$ cat src/rtl/debounce_pkg.sv
// Shared state encodings and defaults for the input debouncer.
// Optional glitch counter is enabled with DEBOUNCE_GLITCH_CNT_EN.
package debounce_pkg;

    typedef enum logic [1:0] {
        STABLE_LOW  = 2'b00,
        PEND_HIGH   = 2'b01,
        STABLE_HIGH = 2'b10,
        PEND_LOW    = 2'b11
    } state_t;

    localparam int unsigned SYNC_STAGES_DEF     = 2;
    localparam int unsigned DEBOUNCE_CYCLES_DEF = 16;
    localparam int unsigned GLITCH_CNT_W        = 8;

endpackage

$ cat src/rtl/sync_chain.sv
// Single-bit CDC synchroniser: STAGES flops in series, cleared by reset.
module sync_chain #(
    parameter int unsigned STAGES = 2
) (
    input  logic clk,
    input  logic reset,
    input  logic d,
    output logic q
);

    logic [STAGES-1:0] sr;

    always_ff @(posedge clk or negedge reset) begin
        if (!reset) begin
            sr <= '0;
        end else begin
            sr <= {sr[STAGES-2:0], d};
        end
    end

    assign q = sr[STAGES-1];

endmodule

$ cat src/rtl/input_debouncer.sv
// Synchronises din and accepts a new level after DEBOUNCE_CYCLES stable samples.
// Define DEBOUNCE_GLITCH_CNT_EN to add the saturating glitch_cnt output.
module input_debouncer
    import debounce_pkg::*;
#(
    parameter int unsigned SYNC_STAGES     = SYNC_STAGES_DEF,
    parameter int unsigned DEBOUNCE_CYCLES = DEBOUNCE_CYCLES_DEF,
    parameter int unsigned CNT_W           = 16
) (
    input  logic clk,
    input  logic reset,
    input  logic din,
    input  logic en,
    output logic dout,
    output logic busy
`ifdef DEBOUNCE_GLITCH_CNT_EN
    ,
    output logic [GLITCH_CNT_W-1:0] glitch_cnt
`endif
);

    localparam logic [CNT_W-1:0] CNT_ONE  = CNT_W'(1);
    localparam logic [CNT_W-1:0] CNT_LAST = CNT_W'(DEBOUNCE_CYCLES - 1);

    state_t           state;
    logic [CNT_W-1:0] cnt;
    logic             s;

    sync_chain #(.STAGES(SYNC_STAGES)) u_sync (
        .clk   (clk),
        .reset (reset),
        .d     (din),
        .q     (s)
    );

    // busy is set alongside the state change so it mirrors the PEND states exactly
    always_ff @(posedge clk or negedge reset) begin
        if (!reset) begin
            state <= STABLE_LOW;
            cnt   <= '0;
            dout  <= 1'b0;
            busy  <= 1'b0;
`ifdef DEBOUNCE_GLITCH_CNT_EN
            glitch_cnt <= '0;
`endif
        end else begin
            case (state)
                STABLE_LOW: begin
                    if (en && s) begin
                        state <= PEND_HIGH;
                        cnt   <= CNT_ONE;
                        busy  <= 1'b1;
                    end
                end
                PEND_HIGH: begin
                    if (!en || !s) begin
                        state <= STABLE_LOW;
                        cnt   <= '0;
                        busy  <= 1'b0;
`ifdef DEBOUNCE_GLITCH_CNT_EN
                        if (en && glitch_cnt != '1)
                            glitch_cnt <= glitch_cnt + GLITCH_CNT_W'(1);
`endif
                    end else if (cnt == CNT_LAST) begin
                        state <= STABLE_HIGH;
                        cnt   <= '0;
                        dout  <= 1'b1;
                        busy  <= 1'b0;
                    end else begin
                        cnt <= cnt + CNT_ONE;
                    end
                end
                STABLE_HIGH: begin
                    if (en && !s) begin
                        state <= PEND_LOW;
                        cnt   <= CNT_ONE;
                        busy  <= 1'b1;
                    end
                end
                PEND_LOW: begin
                    if (!en || s) begin
                        state <= STABLE_HIGH;
                        cnt   <= '0;
                        busy  <= 1'b0;
`ifdef DEBOUNCE_GLITCH_CNT_EN
                        if (en && glitch_cnt != '1)
                            glitch_cnt <= glitch_cnt + GLITCH_CNT_W'(1);
`endif
                    end else if (cnt == CNT_LAST) begin
                        state <= STABLE_LOW;
                        cnt   <= '0;
                        dout  <= 1'b0;
                        busy  <= 1'b0;
                    end else begin
                        cnt <= cnt + CNT_ONE;
                    end
                end
            endcase
        end
    end

endmodule
$ cat config.mk
export PLATFORM = sky130hd
export DESIGN_NAME = input_debouncer
export DESIGN_NICKNAME = d
export VERILOG_FILES = /design/src/rtl/debounce_pkg.sv /design/src/rtl/sync_chain.sv /design/src/rtl/input_debouncer.sv
export SDC_FILE = /design/constraint.sdc
export NUM_CORES = 1
export LEC_CHECK = 0
export CAP_MARGIN = 20
export CORE_MARGIN = 10
export CORE_UTILIZATION = 45
export CTS_CLUSTER_DIAMETER = 100
export DETAILED_ROUTE_END_ITERATION = 10
export PLACE_DENSITY = 0.64
export RECOVER_POWER = 25
export SLEW_MARGIN = 20
export SYNTH_ARGS = -nofsm -noshare
export SYNTH_HDL_FRONTEND = slang
export SYNTH_SLANG_ARGS = --single-unit
$ cat constraint.sdc
create_clock -name clk -period 1.8 [get_ports clk]
set_input_delay 0.36 -clock clk [delete_from_list [all_inputs] [get_ports clk]]
set_output_delay 0.36 -clock clk [all_outputs]
set_load 0.02 [all_outputs]
### After elaboration in Yosys (flattened, before gate mapping)

Cells that the tools add are included.

| word-level totals | value |
|---|---|
| flip-flop bits (word level) | 22 |
| bits of input ports | 4 |
| output and inout bits | 2 |
| word-level logic and storage cells | 53 |

| cells by class | value |
|---|---|
| add/sub/neg operators | 1 |
| equality and inequality tests | 12 |
| multiplexer cells | 24 |
| reductions and logical operators | 11 |

Operators with widths:

| operator | number |
|---|---|
| two-way mux 16 bit | 5 |
| one-hot mux 16 bit (4 select lines) | 1 |
| adder 16 x 1 -> 16 bit (second input constant) | 1 |
| equality test 16 x 4 -> 1 bit (second input constant) | 1 |
| two-way mux 2 bit | 6 |
| inequality test 2 bit (second input constant) | 6 |
| two-way mux 1 bit | 9 |
| one-hot mux 2 bit (4 select lines) | 1 |
| inequality test 3 bit (second input constant) | 2 |
| AND reduction 5 bit | 1 |
| equality test 2 bit (second input constant) | 2 |
| one-hot mux 1 bit (4 select lines) | 1 |
| AND reduction 4 bit | 1 |
| equality test 2 x 1 -> 1 bit (second input constant) | 1 |
| logical AND 1 bit | 2 |
| zero test 1 bit | 2 |
| zero test 2 bit | 1 |
| logical OR 1 bit | 2 |
| one-hot mux 1 bit (2 select lines) | 1 |
| AND reduction 2 bit | 1 |
| nonzero test 2 bit | 1 |

### Longest topological paths before layout

| logic depth | value |
|---|---|
| depth after elaboration | 4 |
| mapped depth | 6 |
| mapped depth without buffers | 6 |

### By module

Synthesis repeated with hierarchy kept, for this count alone.

| unflattened totals | value |
|---|---|
| cell total of the unflattened synthesis | 128 |
| area total of the unflattened synthesis | 1203.7 um^2 |

By module, submodules not included:

| module | times used | cells an instance | area each (um^2) | seq. area each (um^2) |
|---|---|---|---|---|
| input_debouncer | 1 | 126 | 1153.6 | 500.5 |
| sync_chain | 1 | 2 | 50.0 | 50.0 |

### Least setup slack after synthesis

Ideal clock, no wire load.

| timing path | value |
|---|---|
| path kind | register to register |
| start | reg cnt[0] |
| end | reg state[1] |
| setup time | 0.125 ns |
| data arrival time | 1.494 ns |
| data required time | 1.675 ns |
| slack | 0.181 ns |
| cell stages (with the launch flop) | 7 |
| path buffers | 0 |
| period minus slack after synthesis | 1.619 ns |
| path through | dfrtp_1 -> ha_1 -> and3_1 -> nand4_2 -> nand2_2 -> nand3_2 -> mux2_4 |

| between the ends | value |
|---|---|
| cells in the longest elaborated chain, start to end | 3 |
| elaborated cells between the ends (all ways) | 4 |
| those cells by class | eq/ne (3); reduce/logical (1) |

Ends and longest elaborated chain:

| what | RTL line | source |
|---|---|---|
| start: declaration | input_debouncer.sv:26 | `logic [CNT_W-1:0] cnt;` |
| start signal: assignment | input_debouncer.sv:70 | `cnt <= cnt + CNT_ONE;` |
| start signal: assignment | input_debouncer.sv:95 | `cnt <= cnt + CNT_ONE;` |
| equality test 16 x 4 -> 1 bit (*) | input_debouncer.sv:64, input_debouncer.sv:89 |  |
| inequality test 3 bit (no source line) | - |  |
| AND reduction 4 bit (no source line) (*) | - |  |
| end signal: assignment | input_debouncer.sv:65 | `state <= STABLE_HIGH;` |
| end signal: assignment | input_debouncer.sv:75 | `state <= PEND_LOW;` |
| end signal: assignment | input_debouncer.sv:90 | `state <= STABLE_LOW;` |
| end: declaration | input_debouncer.sv:25 | `state_t state;` |

Every way passes the cells marked *; elsewhere a longest branch is shown, timed or not.
A chain may end at the register's enable or synchronous reset.

### Worst setup path after layout

| timing path | value |
|---|---|
| start | reg cnt[1] |
| end | reg busy |

| between the ends | value |
|---|---|
| cells in the longest elaborated chain, start to end | 4 |
| elaborated cells between the ends (all ways) | 5 |
| those cells by class | eq/ne (1); mux (4) |

Ends and longest elaborated chain:

| what | RTL line | source |
|---|---|---|
| equality test 16 x 4 -> 1 bit (*) | input_debouncer.sv:64, input_debouncer.sv:89 |  |
| two-way mux 1 bit (*) | - |  |
| two-way mux 1 bit (on tied branches) | - |  |
| one-hot mux 1 bit (4 select lines) (*) | - |  |
| end signal: assignment | input_debouncer.sv:68 | `busy <= 1'b0;` |
| end signal: assignment | input_debouncer.sv:77 | `busy <= 1'b1;` |
| end signal: assignment | input_debouncer.sv:93 | `busy <= 1'b0;` |
| end: declaration | input_debouncer.sv:15 | `output logic busy` |

Marked as above.

==> summary.txt <==
Run status
  • Status: completed

Die
  • Total core area: 2455 um2
  • FP Rows: 18
  • Initial Util: 46.74%
  • Die area: 4970 um2
  • Die width: 70.50 um
  • I/O Pins: 6
  • Die Span Y: 70.50 um

Global routing
  • Initial antenna violation count: 0
  • Overflow after GRT: 0
  • Largest net degree at the start of global routing: 23
  • Total Routing Usage GR: 10.07%
  • Vias in the first global route: 890
  • First-pass GRT wire length: 4.119 mm

Layout
  • Fraction of layout cells with a size suffix above 1: 29.37%
  • Ant diodes: 0
  • Cell area after layout: 1384 um2
  • Syn-to-layout area delta: 20.61%
  • Commonest non-fill, non-tap cell in the layout: dfrtp_1
  • Fillers: 215
  • Final net count: 133
  • Most frequent cells in the layout: dfrtp_1 (22), buf_4 (13), nor2_1 (11), xnor2_1 (10), nand2_1 (7)

STA
  • Final setup viols: 0
  • Max-slew violation count: 0
  • Final Critical Period: 1.718 ns
  • Max Clk Rate: 582.2 MHz
  • TNS Setup: 0 ns
  • Hold WS: 0.3610 ns
  • Final WS setup: 0.08247 ns
  • Clock Skew: 0.007476 ns
  • Slew @ Worst Pin: 1.174 ns
  • RSZ-0062 raised after global routing: false
  • Final Hold Viols: 0
  • Slew margin rel.: 21.75%
  • Fin crit share: 95.42%

Place
  • DPL Wire Length: 1.745 mm
  • Port Buffers: 5
  • Pre-CTS setup slack: 0.01046 ns
  • Placed Area: 1333 um2
  • RePlAce Congestion: 0.8572

Synthesis
  • Main combinational cell family by area after synthesis: simple AND/OR/NAND/NOR gates
  • Post-Syn Area: 1147 um2
  • Synth Area in Simple Gates: 28.68%
  • Synth Area per Inst: 10.82 um2
  • Mux contribution to synthesized area: 4.035%
  • Adder-cell share of the synthesized area: 1.091%
  • Synth Net Count: 111
  • Post-Synthesis Cells: 106
  • Synth Area in Compound Gates: 5.671%
  • Post-synthesis sequential area ratio: 47.98%
  • Synth unique cells: 38
  • Flops & latches, synth: 22
  • Yosys Warn Count: 0
  • Xor-xnor portion of the synthesized cell area: 9.160%

Route
  • Residual DRC count: 0
  • Total Wirelength: 2.405 mm
  • Via count: 856
  • Avg Vias per Cell: 5.487
  • Initial DRC Count: 34
  • Post-DRT Antenna Nets: 0
  • Wire per inst: 15.42 um
  • First-pass iteration count of the detailed router: 5

Worst setup path
  • CP max stage cell: dfrtp_1
  • CP arrival: 1.93 ns
  • Setup CP Type: reg -> reg
  • Setup crit end kind: flop
  • CP Data Required Time: 2.02 ns
  • Critical Path Max Stage Delay: 0.41 ns
  • Startpoint types: flop
  • Critical Path, Cell by Cell: ha_1 > and3_1 > nand4_2 > a21oi_4 > mux2_2
  • Worst Path Buf+Inv: 0
  • Worst-path fanout max: 4
  • Delay-heaviest family, CP: flip-flops

Clock tree
  • Root Driver: clkbuf_4
  • Clock slew at reported path FFs: 0.12 ns
  • CTS max path bufs: 2
  • Post-CTS Setup Inserts: 0
  • CTS Sinks: 22
  • CTS tree: built
  • TritonCTS Buffers: 3
  • H-tree levels: 1
  • Worst-Skew Late Latency: 0.31 ns

Pwr
  • Pleak: 0.0005708 uW
  • Peak supply drop: 629.6 uV
  • PD cells: 917.1 nW/um2

Job
  • Max-cap violations: 0

Hold path
  • Hold Path Class: reg -> reg
[routing by layer]
metal	vias to the layer above	track usage, %	routed length [um]
met4	0	4.825	38
met1	414	12.11	1104
li1	419	-	-
met3	6	2.966	110
met5	-	0	0
met2	17	15.87	1150
[power by group]
group	switching [uW]	internal [uW]	total [uW]	leakage, uW
registers	53.9	543	597	0.000288
clock network	149	78.4	227	0.0000138
logic	230	215	445	0.000269
total	433	836	1270	0.000571
[per-stage QoR]
step                      total power (uW)  instances  utilization (%)
after floorplan                      851.8        106                -
after global placement                1015        153            54.28
after detailed placement              1028        153            54.28
after CTS                             1255        156            55.20
after global routing                  1345        156            56.37
final                                 1269        156            56.37
[worst paths after layout]
check	start	to	slack, ns	cells past startpoint
hold / removal	u_sync.sr[0]	u_sync.sr[1]	0.36	0
min in group asynchronous	reset	cnt[11]	0.78	2
max in group asynchronous	reset	cnt[0]	0.32	2
hold reg to reg	u_sync.sr[0]	u_sync.sr[1]	0.36	0
setup / recovery	cnt[1]	busy	0.08	5
setup reg to reg	cnt[1]	busy	0.08	5
[cell type report]
cell class              count  area, um2  share of cell area, %
well taps                  30      37.54                  2.712
multi-input cells          78      590.6                  42.68
flip-flops and latches     22      550.5                  39.78
repair buffers             20      171.4                  12.39
inverters                   3      11.26                 0.8137
clock buffers               3      22.52                  1.627
[worst register-to-register path: stages (launching register included)]
cell	delay, ns
dfrtp_1	0.41
ha_1	0.23
and3_1	0.22
nand4_2	0.18
a21oi_4	0.24
mux2_2	0.35
[cells by family after synthesis]
logic type               after synthesis
AO/OA/AOI/OAI                          9
multiplexers                           4
adder cells (fa/ha/maj)                1
flip-flops                            22
AND/OR/NAND/NOR                       52
XOR/XNOR                              12
buffers and inverters                  6
[sequential cells by signal, summed over array words and instances (netlist names)]
| register | flops |
|---|---|
| busy | 1 |
| u_sync.sr | 2 |
| state | 2 |
| dout | 1 |
| cnt | 16 |
[cells in the mapped netlist, drive strengths merged]
cell type,count,area (um2)
nor4,6,50.04
nor3,6,45.04
nand4,5,43.79
nand3,5,30.03
xnor2,10,87.58
a21o,1,7.510
xor2,2,17.52
nor4b,2,23.77
buf,3,27.52
o21ai,1,5.000
nor2b,1,6.260
o31ai,1,7.510
a32o,1,10.01
nand4b,1,8.760
and3,2,12.51
ha,1,12.51
and4,1,8.760
mux2,2,26.27
a21oi,3,22.52
nor2,12,47.55
inv,3,11.26
o22ai,2,12.51
dfrtp,22,550.5
or2,1,6.260
nand3b,1,7.510
mux2i,2,20.02
nand2,8,32.54
and2,1,6.260
[timing repair]
action | in CTS | in global routing
setup endpoints to repair | 0 | 4
hold buffers | 0 | 0
gates resized for setup | 0 | 5
No activity file was read; power rests on OpenSTA's default activity.
